<file path="config.mk">
export PLATFORM = sky130hd
export DESIGN_NAME = motion_sequencer
export DESIGN_NICKNAME = d
export VERILOG_FILES = /design/src/rtl/motion_pkg.sv /design/src/rtl/cmd_fifo.sv /design/src/rtl/motion_sequencer.sv
export SDC_FILE = /design/constraint.sdc
export NUM_CORES = 1
export LEC_CHECK = 0
export BUFFER_PORTS_ARGS = -buffer_cell sky130_fd_sc_hd__buf_4
export CAP_MARGIN = 20
export CORE_MARGIN = 2
export CORE_UTILIZATION = 40
export CTS_CLUSTER_SIZE = 25
export DETAILED_ROUTE_END_ITERATION = 8
export PLACE_DENSITY_LB_ADDON = 0.2
export SLEW_MARGIN = 15
export SYNTH_ARGS = -nofsm -noshare
export SYNTH_HDL_FRONTEND = slang
export SYNTH_SLANG_ARGS = --single-unit
</file>
<file path="constraint.sdc">
create_clock -name clk_50 -period 3 [get_ports clk_50]
set_clock_uncertainty 0.15 [all_clocks]
set_input_delay 0.45 -clock clk_50 [delete_from_list [all_inputs] [get_ports clk_50]]
set_output_delay 0.45 -clock clk_50 [all_outputs]
set_load 0.05 [all_outputs]
</file>
<file path="src/rtl/motion_pkg.sv">
// Shared motion definitions for the motion sequencer and the motor PWM driver.
package motion_pkg;

  typedef logic [2:0] motion_t;

  localparam motion_t M_FRONT  = 3'd0;
  localparam motion_t M_STOP   = 3'd1;
  localparam motion_t M_RIGHT  = 3'd2;
  localparam motion_t M_LEFT   = 3'd3;
  localparam motion_t M_SLEFT  = 3'd4;
  localparam motion_t M_SRIGHT = 3'd5;
  localparam motion_t M_BACK   = 3'd6;
  localparam motion_t M_SPEED  = 3'd7;

  localparam int CMD_DUR_W = 16;

  typedef struct packed {
    motion_t                motion;
    logic [CMD_DUR_W-1:0]   dur;
  } cmd_t;

endpackage

</file>
<file path="src/rtl/cmd_fifo.sv">
// Synchronous command FIFO with synchronous flush; level uses an extra pointer bit.
module cmd_fifo #(
  parameter int DEPTH = 4,
  parameter int W     = 19
) (
  input  logic                   clk,
  input  logic                   rst_n,
  input  logic                   flush,
  input  logic                   push,
  input  logic                   pop,
  input  logic [W-1:0]           wdata,
  output logic [W-1:0]           rdata,
  output logic                   full,
  output logic                   empty,
  output logic [$clog2(DEPTH):0] level
);

  localparam int AW = $clog2(DEPTH);

  logic [W-1:0] mem [DEPTH];
  logic [AW:0]  wr_ptr;
  logic [AW:0]  rd_ptr;
  logic         do_push;
  logic         do_pop;

  assign do_push = push && !full && !flush;
  assign do_pop  = pop && !empty && !flush;

  always_ff @(posedge clk or negedge rst_n) begin
    if (!rst_n) begin
      wr_ptr <= '0;
      rd_ptr <= '0;
    end else if (flush) begin
      wr_ptr <= '0;
      rd_ptr <= '0;
    end else begin
      if (do_push) wr_ptr <= wr_ptr + 1'b1;
      if (do_pop)  rd_ptr <= rd_ptr + 1'b1;
    end
  end

  always_ff @(posedge clk) begin
    if (do_push) mem[wr_ptr[AW-1:0]] <= wdata;
  end

  assign rdata = mem[rd_ptr[AW-1:0]];
  assign level = wr_ptr - rd_ptr;
  assign full  = (level == (AW+1)'(DEPTH));
  assign empty = (level == '0);

endmodule

</file>
<file path="src/rtl/motion_sequencer.sv">
// Plays queued (motion, ms) commands back-to-back onto the motor driver state input,
// with a STOP brake gap between differing non-STOP motions and a flushing abort.
module motion_sequencer
  import motion_pkg::*;
#(
  parameter int TICK_DIV = 50000,
  parameter int DEPTH    = 4,
  parameter int DUR_W    = 16,
  parameter int GAP_MS   = 20
) (
  input  logic                   clk_50,
  input  logic                   rst_n,
  input  logic                   cmd_valid,
  output logic                   cmd_ready,
  input  logic [2:0]             cmd_motion,
  input  logic [DUR_W-1:0]       cmd_dur,
  input  logic                   abort,
  output logic [2:0]             motion_state,
  output logic                   busy,
  output logic                   done,
  output logic [$clog2(DEPTH):0] fifo_level
);

  // state    | meaning
  // ST_IDLE  | queue drained, driving STOP, popping as soon as a command arrives
  // ST_GAP   | brake gap, driving STOP for GAP_MS before the held command
  // ST_RUN   | driving the held command's motion until its ms count expires
  typedef enum logic [1:0] {ST_IDLE, ST_GAP, ST_RUN} state_t;

  localparam int PW = $clog2(TICK_DIV);
  localparam int GW = 16;

  state_t           state;
  motion_t          cur_motion;
  logic [DUR_W-1:0] remaining;
  logic [GW-1:0]    gap_ms;
  logic [PW-1:0]    presc;

  logic             fifo_full;
  logic             fifo_empty;
  logic [DUR_W+2:0] head;
  motion_t          head_motion;
  logic [DUR_W-1:0] head_dur;
  logic             push;
  logic             pop;
  logic             tick;
  logic             run_end;
  logic             need_gap;

  assign cmd_ready   = !fifo_full && !abort;
  assign push        = cmd_valid && cmd_ready;
  assign head_motion = head[DUR_W+2:DUR_W];
  assign head_dur    = head[DUR_W-1:0];
  assign tick        = (presc == PW'(TICK_DIV - 1));

  // A zero-length command completes in the cycle after it is popped.
  assign run_end = (state == ST_RUN) &&
                   ((remaining == '0) || (tick && remaining == DUR_W'(1)));

  assign pop = !abort && !fifo_empty && ((state == ST_IDLE) || run_end);

  assign need_gap = (GAP_MS > 0) && (motion_state != M_STOP) &&
                    (head_motion != M_STOP) && (head_motion != motion_state) &&
                    (head_dur != '0);

  assign busy = (state != ST_IDLE) || !fifo_empty;

  cmd_fifo #(
    .DEPTH (DEPTH),
    .W     (DUR_W + 3)
  ) u_fifo (
    .clk   (clk_50),
    .rst_n (rst_n),
    .flush (abort),
    .push  (push),
    .pop   (pop),
    .wdata ({cmd_motion, cmd_dur}),
    .rdata (head),
    .full  (fifo_full),
    .empty (fifo_empty),
    .level (fifo_level)
  );

  always_ff @(posedge clk_50 or negedge rst_n) begin
    if (!rst_n) begin
      state        <= ST_IDLE;
      motion_state <= M_STOP;
      cur_motion   <= M_STOP;
      remaining    <= '0;
      gap_ms       <= '0;
      presc        <= '0;
      done         <= 1'b0;
    end else begin
      done <= 1'b0;
      if (abort) begin
        state        <= ST_IDLE;
        motion_state <= M_STOP;
        presc        <= '0;
      end else begin
        case (state)
          ST_IDLE: presc <= '0;
          ST_GAP: begin
            presc <= tick ? '0 : presc + 1'b1;
            if (tick) begin
              if (gap_ms == GW'(1)) begin
                state        <= ST_RUN;
                motion_state <= cur_motion;
              end else begin
                gap_ms <= gap_ms - 1'b1;
              end
            end
          end
          ST_RUN: begin
            presc <= tick ? '0 : presc + 1'b1;
            if (run_end) begin
              done <= 1'b1;
              if (fifo_empty) begin
                state        <= ST_IDLE;
                motion_state <= M_STOP;
                presc        <= '0;
              end
            end else if (tick) begin
              remaining <= remaining - 1'b1;
            end
          end
          default: state <= ST_IDLE;
        endcase

        // Pop overrides the completion defaults above so back-to-back runs have no dead cycle.
        if (pop) begin
          remaining  <= head_dur;
          presc      <= '0;
          cur_motion <= head_motion;
          if (need_gap) begin
            state        <= ST_GAP;
            gap_ms       <= GW'(GAP_MS);
            motion_state <= M_STOP;
          end else begin
            state <= ST_RUN;
            if (head_dur != '0) motion_state <= head_motion;
          end
        end
      end
    end
  end

endmodule
</file>
-- Yosys cells after proc, flatten, opt, wreduce, memory -nomap -nowiden
Memories as Yosys holds them, arrays and structs flattened.
Cells that the tools add are included.
- bits in registers: 63
- memory bits (writable): 76
- output and inout bits: 9
- memories kept: 1
- add/subtract/negate cells: 6
- equal/unequal tests: 15
- mux-type cells: 41
- bitwise operators: 1
- reduce and logical (&&, ||, !) cells: 32
- memories (name ; words ; width ; read ports ; clocked after Yosys merged registers in ; wr ports ; line ; text):
    u_fifo.mem ; 4 ; 19 ; 1 ; 0 ; 1 ; cmd_fifo.sv:20 ; logic [W-1:0] mem [DEPTH];
- operator list (operator ; number):
    $mux 16 ; 14
    $pmux 16 s3 ; 1
    $mux 3 ; 12
    $eq 16x1->1 const B ; 2
    $sub 16x1->16 const B ; 2
    $add 16x1->16 const B ; 1
    $eq 16x16->1 const B ; 1
    $logic_not 16->1 ; 1
    $reduce_bool 16->1 ; 1
    $mux 2 ; 7
    $logic_and 1x1->1 ; 13
    $ne 4x3->1 const B ; 3
    $reduce_bool 2->1 ; 5
    $add 3x1->3 const B ; 2
    $ne 3x1->1 const B ; 2
    $pmux 2 s3 ; 1
    $pmux 3 s2 ; 1
    $mux 1 ; 5
    $reduce_and 5->1 ; 1
    $reduce_bool 5->1 ; 1
    $ne 4x2->1 const B ; 1
    $reduce_and 4->1 ; 1
    $eq 3x3->1 const B ; 1
    $logic_not 1->1 ; 3
    11 further kinds ; 13

-- Depth between registers and ports, before layout
Gate-level depths: netlist of the first run.
- depth after elaboration: 10
- gate-level depth with buffers: 11
- mapped depth without buffers: 9

-- Hierarchy
From an unflattened synthesis of the first run, not the netlist that was laid out.
- cells, all modules: 593
- area, all modules: 7136.8 µm²
- by module, submodules not included (module ; instances ; cells each ; area an instance (µm²) ; sequential area each (µm²)):
    motion_sequencer ; 1 ; 441 ; 3895.0 ; 1428.9
    cmd_fifo ; 1 ; 152 ; 3241.9 ; 2432.3

-- Worst setup path before layout of the first run
OpenSTA, ideal clock, no wires.
- path type: register to register
- start: register u_fifo.wr_ptr[0]
- end: memory u_fifo.mem[3][0], enable pin
- setup time: 0.379 ns
- data arrival time: 3.300 ns
- setup slack: -0.829 ns
- stages on the path, launching flop included: 7
- buffers on the path: 0
- period minus slack after synthesis: 3.829 ns
- cells stage by stage: dfrtp_1 inv_1 ha_1 fa_1 xor3_1 a31oi_1 and3_1
- cells in the longest elaborated chain, start to end: 9
- ends and longest elaborated chain (what ; line ; text):
    start: declaration ; cmd_fifo.sv:21 ; logic [AW:0] wr_ptr;
    start signal: assignment ; cmd_fifo.sv:37 ; if (do_push) wr_ptr <= wr_ptr + 1'b1;
    $sub 3x3->3 ; cmd_fifo.sv:47 ; assign level = wr_ptr - rd_ptr;
    named net fifo_level[2] ; motion_sequencer.sv:21 ; output logic [$clog2(DEPTH):0] fifo_level
    $eq 3x3->1 ; cmd_fifo.sv:48 ; assign full = (level == (AW+1)'(DEPTH));
    $logic_not 1->1 ; motion_sequencer.sv:50 ; assign cmd_ready = !fifo_full && !abort;
    $logic_and 1x1->1 ; motion_sequencer.sv:50 ;
    named net cmd_ready ; motion_sequencer.sv:14 ; output logic cmd_ready,
    $logic_and 1x1->1 ; motion_sequencer.sv:51 ; assign push = cmd_valid && cmd_ready;
    $logic_and 1x1->1 (2 in series) ; cmd_fifo.sv:26 ; assign do_push = push && !full && !flush;
    $mux 1 ; cmd_fifo.sv:43 ; if (do_push) mem[wr_ptr[AW-1:0]] <= wdata;
    $mux 1 (implied by the code) ; cmd_fifo.sv:43 ;
    end: declaration ; cmd_fifo.sv:20 ;
The timed path passes the listed nets, and every way through them passes these cells.

-- Final worst setup path of the first run
- start: register presc[11]
- end: register presc[3]
- cells in the longest elaborated chain, start to end: 8
- elaborated cells between the ends (all ways): 13
- classes of those cells: eq/ne (1); mux (6); reduce/logical (6)
- ends and longest elaborated chain (what ; line ; text):
    start: declaration ; motion_sequencer.sv:37 ; logic [PW-1:0] presc;
    start signal: assignment ; motion_sequencer.sv:103 ; presc <= tick ? '0 : presc + 1'b1;
    start signal: assignment ; motion_sequencer.sv:114 ; presc <= tick ? '0 : presc + 1'b1;
    $eq 16x16->1 * ; motion_sequencer.sv:54 ; assign tick = (presc == PW'(TICK_DIV - 1));
    $logic_and 1x1->1 ; motion_sequencer.sv:58 ; ((remaining == '0) || (tick && remaining == DUR_W'(1)));
    $logic_or 1x1->1 ; motion_sequencer.sv:58 ;
    $logic_and 1x1->1 ; motion_sequencer.sv:57 ; assign run_end = (state == ST_RUN) &&
    $mux 16 or $logic_or 1x1->1 (tied branches) ; motion_sequencer.sv:115, motion_sequencer.sv:60 ;
    $pmux 16 s3 or $logic_and 1x1->1 (tied branches) ; motion_sequencer.sv:100, motion_sequencer.sv:60 ;
    $mux 16 ; motion_sequencer.sv:130 ; if (pop) begin
    $mux 16 ; motion_sequencer.sv:95 ; if (abort) begin
Mark *: on every way between the ends. The rest lies on a longest branch, timed or not.
A chain may end at the register's enable or synchronous reset.

==> flow_summary_export.csv, run 1 <==
group,metric,value,unit
global_route,grt_max_degree,64,
floorplanning,die_x,133.2,µm
floorplanning,row_count,47,
critical_path,cpPeakStageDelay,580,ps
clock_tree,cts_root_buf,"clkbuf_16",
layout,final_area,0.008202,mm²
global_route,overflow,0,
critical_path,critPathCaptureType,"flop",
synthesis,ys_seq_area_share,57.83,%
route,ant_nets,0,
global_route,grt_first_pass_wirelength,24.34,mm
synthesis,syn_area_per_cell,12.62,µm²
critical_path,arrival,3080,ps
critical_path,crit_type,"flop to flop",
critical_path,critPathBufInv,1,
hold_path,min-delay-path-class,"input pin to flop",
critical_path,path_cells,"or4b_4 -> o41a_4 -> o41a_1 -> o211ai_2 -> buf_12 -> o21bai_1 -> a22o_1",
power_and_ir_drop,clockPowerShare,27.1,%
flow_run,maxCapViolCount,0,
route,avgRoutedWirePerCell,17.07,µm
synthesis,ys.flop_type,"edfxtp_1",
timing,clock.fmax,342.4,MHz
power_and_ir_drop,ir_worst_vdd,0.0005204,V
timing,final.min_clock_period,2921,ps
layout,fin_nets,645,
synthesis,ys_ff_latch,139,
timing,hold_viol,0,
synthesis,async_flop_share,45.32,%
synthesis,yosys_warnings,0,
timing,worst_pin_slew,824.1,ps
floorplanning,num_io_pins,32,
power_and_ir_drop,power_density,896.6,mW/mm²
timing,setup_viol,0,
timing,slew_headroom,45.06,%
layout,fillerInstances,1467,
critical_path,slowest_stage,"or4b_4",
synthesis,synth_top_area_cell,"edfxtp_1",
placement,place_area,0.007490,mm²
layout,areaGrowthSynthToFinish,22.84,%
global_route,antenna_found_initial,0,
power_and_ir_drop,p_seq_share,34.8,%
clock_tree,clk_latency,430,ps
clock_tree,clk_pin_slew,70,ps
placement,gp_congestion,0.8332,
clock_tree,numCtsBuffers,17,
power_and_ir_drop,power_leakage,3.070,nW
layout,drive_gt1_share,26.01,%
floorplanning,initial_core_util,40.55,%
floorplanning,core_region_area,0.01647,mm²
route,drt_iter0_drc,195,
clock_tree,htree_levels,4,
critical_path,worstSetupStartpointType,"flop",
timing,finalMaxSlewViolations,0,
synthesis,syn-cell-area,0.006676,mm²
timing,rsz0062_at_grt,"false",
floorplanning,dieArea,0.01774,mm²
critical_path,crit_family,"compound AO/OA/AOI/OAI gates",
synthesis,syn-num-nets,568,
synthesis,synth_edf_count,76,
outcome,outcome,"finished clean",
synthesis,netlist_top_cells_area,"edfxtp_1, dfrtp_1, mux4_2",
power_and_ir_drop,p_comb_share,38.1,%
timing,fin_tns_setup,0,ps
route,drtPass1Iterations,5,
layout,layout_common_cells,"edfxtp_1, buf_4, dfrtp_1, nor2_1, nand2_1",
power_and_ir_drop,intPower,4.689,mW
critical_path,worstPathMaxFanout,12,
route,drt-total-wl,14.33,mm
synthesis,yosys.cell_types.count,64,
route,drt-vias-per-instance,5.396,
floorplanning,die_height,133.2,µm
synthesis,syn_inst,529,
clock_tree,cts_num_sinks,139,
route,drc_errors,0,
clock_tree,cts_tree,"yes",
route,num_vias,4527,
critical_path,cp.required,3160,ps
layout,final_common_cell,"edfxtp_1",
global_route,grt.total_usage,17.75,%
global_route,first_global_vias,4711,
placement,dpl.hpwl,9.485,mm
power_and_ir_drop,switchingPower,2.665,mW
synthesis,synth_top_area_share,34.18,%
timing,whs,70.24,ps
power_and_ir_drop,swShare,36.24,%
layout,n_antenna_cell,0,
placement,io_buffers,31,
clock_tree,clockBufferDepth,2,
timing,finalCritPeriodShare,97.36,%
## repair_timing
item / 4_1_cts / 5_1_grt
hold buffers: 1 / 0
buffers inserted: 2 / 2
pin swaps: 4 / 5
endpoints found under the setup margin: 25 / 48
gates resized for setup: 13 / 11
hold endpoints to repair: 7 / 0
gates cloned: 0 / 0
## registers in the layout (all words and copies together), names as in the netlist
signal         flops
u_fifo.mem        76
presc             16
u_fifo.wr_ptr      3
done               1
state              2
motion_state       3
cur_motion         3
gap_ms            16
remaining         16
u_fifo.rd_ptr      3
## worst register-to-register path: stages, from the launching register on
cell and delay, ps:
dfrtp_1 380, or4b_4 580, o41a_4 580, o41a_1 470, o211ai_2 240, buf_12 160
o21bai_1 80, a22o_1 180
## final timing paths
kind                                     from           endpoint  slack (ps)  depth (start not counted)
worst max register to register      presc[11]           presc[3]          80                          7
min in group asynchronous               rst_n   u_fifo.wr_ptr[1]         510                          2
worst min register to register  cur_motion[2]      cur_motion[2]         330                          2
worst min-delay path              cmd_dur[14]  u_fifo.mem[0][14]          70                          1
max in group asynchronous               rst_n       remaining[3]        1640                          2
worst max-delay path                presc[11]           presc[3]          80                          7
## cells by family (layout without fill, tap and decap cells)
family / Yosys count / after routing / synth area share, %
and+or+nand+nor: 193 / 193 / 15.33
DFF: 139 / 139 / 57.83
adders and majority gates: 16 / 16 / 3.111
AOI/OAI and AO/OA: 82 / 82 / 8.977
muxes: 26 / 26 / 7.552
xor gates and xnor gates: 34 / 34 / 4.685
buffers and inverters: 39 / 129 / 2.511
## cell usage after synthesis (3+ instances only)
cell and n:
edfxtp_1 76, dfrtp_1 61, nor2_1 50, nand2_1 26, a21oi_1 21, inv_1 21
nor4_1 20, o21ai_0 20, xnor2_1 20, mux4_2 19, nand3_1 19, ha_1 15
nand4_1 13, xor2_1 13, nor3_1 12, and3_1 11, clkbuf_1 9, a31oi_1 8
or3_1 8, buf_2 5, mux2_2 5, nand2b_1 5, nor2b_1 5, or4_1 4
a211oi_1 3, a21o_1 3, and2_1 3, o311ai_0 3
## final cells by class
cell class / instances / area (µm²) / area share (%)
timing repair buffer: 76 / 666.9 / 8.131
sequential: 139 / 3861 / 47.08
inverter: 21 / 78.83 / 0.9611
tap: 220 / 275.3 / 3.356
clock buffer: 18 / 429.2 / 5.233
clock inverter: 14 / 136.4 / 1.663
multi-input combinational: 351 / 2754 / 33.58
## power groups by stage
stage / Combinational, mW / Sequential, mW / Clock [mW]
after floorplan: 1.76 / 2.60 / 0
after global placement: 2.60 / 2.57 / 0
after detailed placement: 2.64 / 2.59 / 0
after CTS: 2.76 / 2.55 / 2.05
after global routing: 3.06 / 2.59 / 2.15
final: 2.80 / 2.56 / 1.99
## through the flow
stage          total power [mW]  setup slack, ps  cells  util (%)
5_1_grt                   7.805            21.88    839     49.81
3_5_place_dp              5.227           -191.7    802     45.49
6_report                  7.353            79.14    839     49.81
3_3_place_gp              5.169           -102.0    802     45.49
4_1_cts                   7.362            7.046    837     49.43
2_1_floorplan             4.358            9.565    529         -
## routing by layer
metal  global-route usage, %  vias to the layer above  share of wire, %
met3                   3.691                       18               3.0
met4                   7.388                        0               1.8
met5                       0                        -                 0
met2                   30.57                       90                52
li1                        -                     2161                 -
met1                   21.85                     2258                43
Power figures use the tool's default switching activity.
==> run 2: changes to the inputs <==
--- a/config.mk
+++ b/config.mk
@@ -8,10 +8,11 @@
 export BUFFER_PORTS_ARGS = -buffer_cell sky130_fd_sc_hd__buf_4
 export CAP_MARGIN = 20
 export CORE_MARGIN = 2
-export CORE_UTILIZATION = 40
+export CORE_UTILIZATION = 55
 export CTS_CLUSTER_SIZE = 25
 export DETAILED_ROUTE_END_ITERATION = 8
 export PLACE_DENSITY_LB_ADDON = 0.2
+export RECOVER_POWER = 25
 export SLEW_MARGIN = 15
 export SYNTH_ARGS = -nofsm -noshare
 export SYNTH_HDL_FRONTEND = slang
==> run 2 against run 1 <==
Net effect: power rose by 2.7%; highest routed layer unchanged; largest cell class unchanged; register-to-register slack barely moved; sequential power barely moved; critical endpoint is now gap_ms[14]; final cell count fell by 9.1%; via count rose by 1.3%; routed wire length fell by 3.8%; global-route usage rose by 5.0 points; maximum frequency rose by 0.39%; clock power rose by 4%; first-iteration DRC count rose by 99%.
==> flow_summary_export.csv, run 2 (synthesized netlist as in run 1, its figures left out) <==
group,metric,value,unit
layout,drive_gt1_share,22.40,%
global_route,grt.total_usage,22.79,%
floorplanning,die_height,114.2,µm
route,avgRoutedWirePerCell,18.06,µm
timing,final.min_clock_period,2910,ps
critical_path,crit_type,"flop to flop",
power_and_ir_drop,p_comb_share,38.5,%
layout,regArea,0.003862,mm²
clock_tree,cts_tree,"yes",
timing,hold_viol,0,
placement,dpl.hpwl,9.211,mm
critical_path,worstSetupStartpointType,"flop",
flow_run,maxCapViolCount,0,
clock_tree,clk_pin_slew,60,ps
placement,io_buffers,31,
floorplanning,num_io_pins,32,
layout,n_antenna_cell,0,
global_route,grt_first_pass_wirelength,22.70,mm
global_route,overflow,0,
timing,worst_pin_slew,805.5,ps
layout,largest_register_ffs,76,
critical_path,worstPathMaxFanout,14,
route,drtPass1Iterations,5,
power_and_ir_drop,power_leakage,2.997,nW
outcome,outcome,"finished clean",
power_and_ir_drop,switchingPower,2.687,mW
critical_path,cp.required,3160,ps
critical_path,critPathCaptureType,"flop",
power_and_ir_drop,intPower,4.863,mW
clock_tree,clockBufferDepth,2,
layout,multiInputGateArea,0.002744,mm²
clock_tree,cts_num_sinks,139,
timing,finalCritPeriodShare,96.99,%
power_and_ir_drop,clockPowerShare,27.4,%
placement,gp_congestion,0.9109,
placement,dpl_worst_slack,17.99,ps
timing,finalMaxSlewViolations,0,
timing,whs,82.81,ps
timing,setup_viol,0,
layout,fillerInstances,868,
layout,areaGrowthSynthToFinish,20.60,%
global_route,first_global_vias,4645,
critical_path,arrival,3070,ps
route,drt-vias-per-instance,6.012,
floorplanning,initial_core_util,56.05,%
power_and_ir_drop,swShare,35.59,%
route,drt-total-wl,13.78,mm
clock_tree,numCtsBuffers,17,
route,num_vias,4587,
layout,layout_common_cells,"edfxtp_1, dfrtp_1, nor2_1, buf_4, nand2_1",
layout,fin_nets,642,
floorplanning,core_region_area,0.01191,mm²
route,drt_iter0_drc,388,
global_route,antenna_found_initial,0,
timing,clock.fmax,343.7,MHz
floorplanning,die_x,114.2,µm
clock_tree,cts_root_buf,"clkbuf_16",
clock_tree,clk_latency,420,ps
layout,final_common_cell,"edfxtp_1",
layout,final_area,0.008051,mm²
power_and_ir_drop,power_density,937.8,mW/mm²
global_route,grt_max_degree,64,
placement,place_area,0.007368,mm²
timing,slew_headroom,46.30,%
floorplanning,row_count,40,
timing,worst_slack,90.45,ps
power_and_ir_drop,p_seq_share,34.0,%
route,ant_nets,0,
floorplanning,dieArea,0.01304,mm²
power_and_ir_drop,ir_worst_vdd,0.0006551,V
hold_path,min-delay-path-class,"input pin to flop",
clock_tree,htree_levels,4,
route,drc_errors,0,
-- run 2: routing by layer --
layer	GRT usage [%]	wire length [µm]
met4	9.512	298
met2	39.13	7019
met1	27.60	5827
met5	0	0
met3	5.664	635
-- run 2: cell type report --
cell class                      instances  area share, %
Timing Repair Buffer                   73          7.382
Tap cell                              147          2.284
Sequential cell                       139          47.97
Inverter                               21         0.9790
Multi-Input combinational cell        351          34.08
Clock inverter                         14          1.974
Clock buffer                           18          5.330
-- run 2: final timing paths --
| path | from | end | slack [ps] | depth (start not counted) |
|---|---|---|---|---|
| max | presc[13] | gap_ms[14] | 90 | 7 |
| min | cmd_dur[4] | u_fifo.mem[0][4] | 80 | 1 |
| max reg2reg | presc[13] | gap_ms[14] | 90 | 7 |
| min reg2reg | u_fifo.wr_ptr[2] | u_fifo.wr_ptr[2] | 340 | 1 |
| max in group asynchronous | rst_n | u_fifo.rd_ptr[0] | 1610 | 2 |
| min in group asynchronous | rst_n | presc[4] | 490 | 2 |
-- run 2: stage by stage --
| stage | total power, mW | TNS, ps | util [%] | cells |
|---|---|---|---|---|
| floorplan | 4.358 | 0 | - | 529 |
| global placement | 5.179 | 0 | 61.86 | 720 |
| detailed placement | 5.247 | 0 | 61.86 | 720 |
| CTS | 7.506 | 0 | 67.57 | 761 |
| global route | 7.924 | -339.2 | 67.59 | 763 |
| finish | 7.551 | 0 | 67.59 | 763 |
-- run 2: repair_timing --
action	in CTS	in global routing
resized for setup	7	9
hold buffers	1	0
hold endpoints to repair	50	0
buffers inserted	8	2
pin swaps	3	3
setup endpoints to repair	4	35
-- run 2: worst max-delay path, cell delays in order, from the launching register on --
cell and delay, ps:
dfrtp_1 430, or4b_4 540, o41a_4 570, o41ai_4 410
and3_4 260, and2b_1 190, buf_6 170, nor2_1 60
-- run 2: power groups by stage --
stage          Combinational [mW]  Clock [mW]  Sequential [mW]
2_1_floorplan                1.76           0             2.60
3_3_place_gp                 2.58           0             2.60
3_5_place_dp                 2.64           0             2.61
4_1_cts                      2.83        2.10             2.57
5_1_grt                      3.15        2.17             2.60
6_report                     2.91        2.07             2.57
==> run 3: changes to the inputs <==
--- a/config.mk
+++ b/config.mk
@@ -7,7 +7,6 @@
 export LEC_CHECK = 0
 export BUFFER_PORTS_ARGS = -buffer_cell sky130_fd_sc_hd__buf_4
 export CAP_MARGIN = 20
-export CORE_MARGIN = 2
 export CORE_UTILIZATION = 55
 export CTS_CLUSTER_SIZE = 25
 export DETAILED_ROUTE_END_ITERATION = 8
==> constraint.sdc (replaced) <==
create_clock -name clk_50 -period 3 [get_ports clk_50]
set_clock_uncertainty 0.15 [all_clocks]
set_input_delay 0.45 -clock clk_50 [delete_from_list [all_inputs] [get_ports clk_50]]
set_output_delay 0.45 -clock clk_50 [all_outputs]
set_load 0.02 [all_outputs]
==> run 3 against run 2 <==
Net effect: clock power down 6%; non-clock buffer count up 9; via count up 0.78%; sequential power about the same; critical path type unchanged; routed wire length up 0.29%; the flow now finishes with violations (DRC); sequential share of layout area down 0.22 points; critical endpoint is now remaining[0]; cell area up 0.45%; largest power group unchanged.
==> flow_summary_export.csv, run 3 (synthesized netlist as in run 1, its figures left out) <==
group,metric,value,unit
global_route,grt-busiest-layer,"met2",
critical_path,crit_family,"compound AO/OA/AOI/OAI gates",
critical_path,path_cells,"or4b_4 -> o41a_4 -> o41ai_4 -> buf_4 -> nand2_2 -> buf_4 -> nor2_1 -> a21oi_1",
critical_path,crit_top_cell,"buf_4",
route,ant_nets,0,
timing,setup_viol,0,
outcome,violations,"DRC",
critical_path,rr_startpoint,"presc[11]",
power_and_ir_drop,power_leakage,3.021,nW
critical_path,slowest_stage,"o41a_4",
layout,fillerInstances,822,
power_and_ir_drop,swShare,34.44,%
layout,fin_nets,651,
critical_path,arrival,3080,ps
critical_path,cp.depth,8,
timing,worst_pin_slew,796.7,ps
power_and_ir_drop,clockPowerShare,27.1,%
global_route,antenna_found_initial,0,
placement,gp_congestion,0.8346,
layout,regArea,0.003862,mm²
critical_path,r2r-end,"remaining[0]",
floorplanning,num_io_pins,32,
floorplanning,die_height,112.2,µm
global_route,grtUsageMet1,29.17,%
floorplanning,row_count,39,
clock_tree,clockBufferDepth,2,
critical_path,crit_type,"flop to flop",
hold_path,hold_end,"u_fifo.mem[1][7]",
global_route,grt_first_pass_wirelength,22.06,mm
layout,largest_register_ffs,76,
critical_path,critPathCaptureType,"flop",
critical_path,worstPathMaxFanout,10,
global_route,first_global_vias,4459,
critical_path,critPathBufInv,2,
outcome,outcome,"finished with violations",
global_route,overflow,0,
timing,hold_viol,0,
flow_run,maxCapViolCount,0,
layout,multiInputGateArea,0.002780,mm²
timing,whs,132.2,ps
route,num_vias,4623,
layout,drive_gt1_share,24.68,%
global_route,use_met2,38.80,%
power_and_ir_drop,p_comb_share,37.1,%
layout,n_antenna_cell,0,
floorplanning,core_region_area,0.01161,mm²
global_route,grt.total_usage,23.03,%
critical_path,r2r.worst_path.cells,8,
floorplanning,die_x,112.2,µm
global_route,use_met3,5.508,%
hold_path,worstHoldStart,"cmd_dur[7]",
route,drc_errors,1,
hold_path,min-delay-path-class,"input pin to flop",
layout,final_common_cell,"edfxtp_1",
global_route,grt_max_degree,64,
power_and_ir_drop,ir_worst_vdd,0.0005464,V
floorplanning,dieArea,0.01258,mm²
route,drt-vias-per-instance,6.027,
clock_tree,htree_levels,4,
clock_tree,clk_latency,420,ps
route,drt-total-wl,13.82,mm
clock_tree,cts_root_buf,"clkbuf_16",
power_and_ir_drop,intPower,4.696,mW
floorplanning,initial_core_util,57.49,%
placement,place_area,0.007343,mm²
clock_tree,cts_num_sinks,139,
power_and_ir_drop,switchingPower,2.467,mW
clock_tree,numCtsBuffers,17,
timing,clock.fmax,341.6,MHz
power_and_ir_drop,p_seq_share,35.8,%
hold_path,whs_path_depth,1,
layout,layout_common_cells,"edfxtp_1, dfrtp_1, buf_4, nor2_1, nand2_1",
timing,finalCritPeriodShare,97.57,%
timing,worst_slack,72.77,ps
clock_tree,cts_tree,"yes",
route,drtPass1Iterations,7,
placement,dpl.hpwl,8.929,mm
timing,finalMaxSlewViolations,0,
critical_path,cp.required,3150,ps
clock_tree,clk_pin_slew,60,ps
layout,areaGrowthSynthToFinish,21.14,%
power_and_ir_drop,power_density,885.6,mW/mm²
critical_path,rrSetupSlack,70,ps
timing,final.min_clock_period,2927,ps
route,drt_iter0_drc,414,
layout,final_area,0.008088,mm²
placement,io_buffers,31,
timing,slew_headroom,46.88,%
placement,dpl_worst_slack,-40.27,ps
route,avgRoutedWirePerCell,18.02,µm
critical_path,worstSetupStartpointType,"flop",
critical_path,cpPeakStageDelay,560,ps
==> run 3: changes by cell type in the layout (fill, tap and decap cells not counted), sizes merged <==
cell | before | now
buf | 54 | 62
bufinv | 2 | 1
clkinvlp | 1 | 2
inv | 28 | 24
clkbuf | 36 | 38
clkinv | 4 | 6
==> run 3: cell type report <==
type	count	share of cell area, %
Timing Repair Buffer	82	7.890
Clock buffer	19	5.353
Sequential cell	139	47.76
Tap cell	143	2.212
Inverter	21	0.9746
Clock inverter	12	1.439
Multi-Input combinational cell	351	34.38
==> run 3: how the worst max path moves through the flow <==
stage | to | startpoint
2_1_floorplan | remaining[1] | u_fifo.wr_ptr[0]
3_3_place_gp | presc[3] | presc[13]
3_5_place_dp | presc[3] | presc[13]
4_1_cts | cmd_ready | u_fifo.rd_ptr[0]
5_1_grt | remaining[12] | remaining[3]
6_report | remaining[0] | presc[11]
==> run 3: power groups by stage <==
stage                     clock network (mW)  logic (mW)  registers (mW)
final                                   1.94        2.66            2.56
after global routing                    2.04        2.89            2.60
after CTS                               1.97        2.41            2.56
after detailed placement                   0        2.34            2.59
after global placement                     0        2.31            2.57
after floorplan                            0        1.58            2.56
==> run 3: repair_timing <==
item / CTS / global route
setup buffers: 0 / 15
pin swaps: 0 / 11
setup endpoints to repair: 16 / 46
hold endpoints to repair: 17 / 0
gates resized for setup: 6 / 32
hold buffers: 1 / 0
gates cloned: 0 / 1
==> run 3: layer usage <==
layer / up-vias / wire length [µm]
met2: 114 / 7071
met4: 0 / 200
met5: - / 0
li1: 2165 / -
met1: 2329 / 5986
met3: 15 / 562
==> run 3: per-stage QoR <==
stage          util, %  setup TNS [ps]  cells  total power, mW
2_1_floorplan        -          -11.29    529            4.139
3_3_place_gp     63.23               0    720            4.880
3_5_place_dp     63.23          -85.93    720            4.931
4_1_cts          68.32          -26.38    752            6.937
5_1_grt          69.64          -208.7    767            7.525
6_report         69.64               0    767            7.163
==> run 3: worst register-to-register path, stage by stage, from the launching register on <==
cell and delay (ps):
dfrtp_1 390, or4b_4 550, o41a_4 560, o41ai_4 380
buf_4 200, nand2_2 160, buf_4 230, nor2_1 130
a21oi_1 50
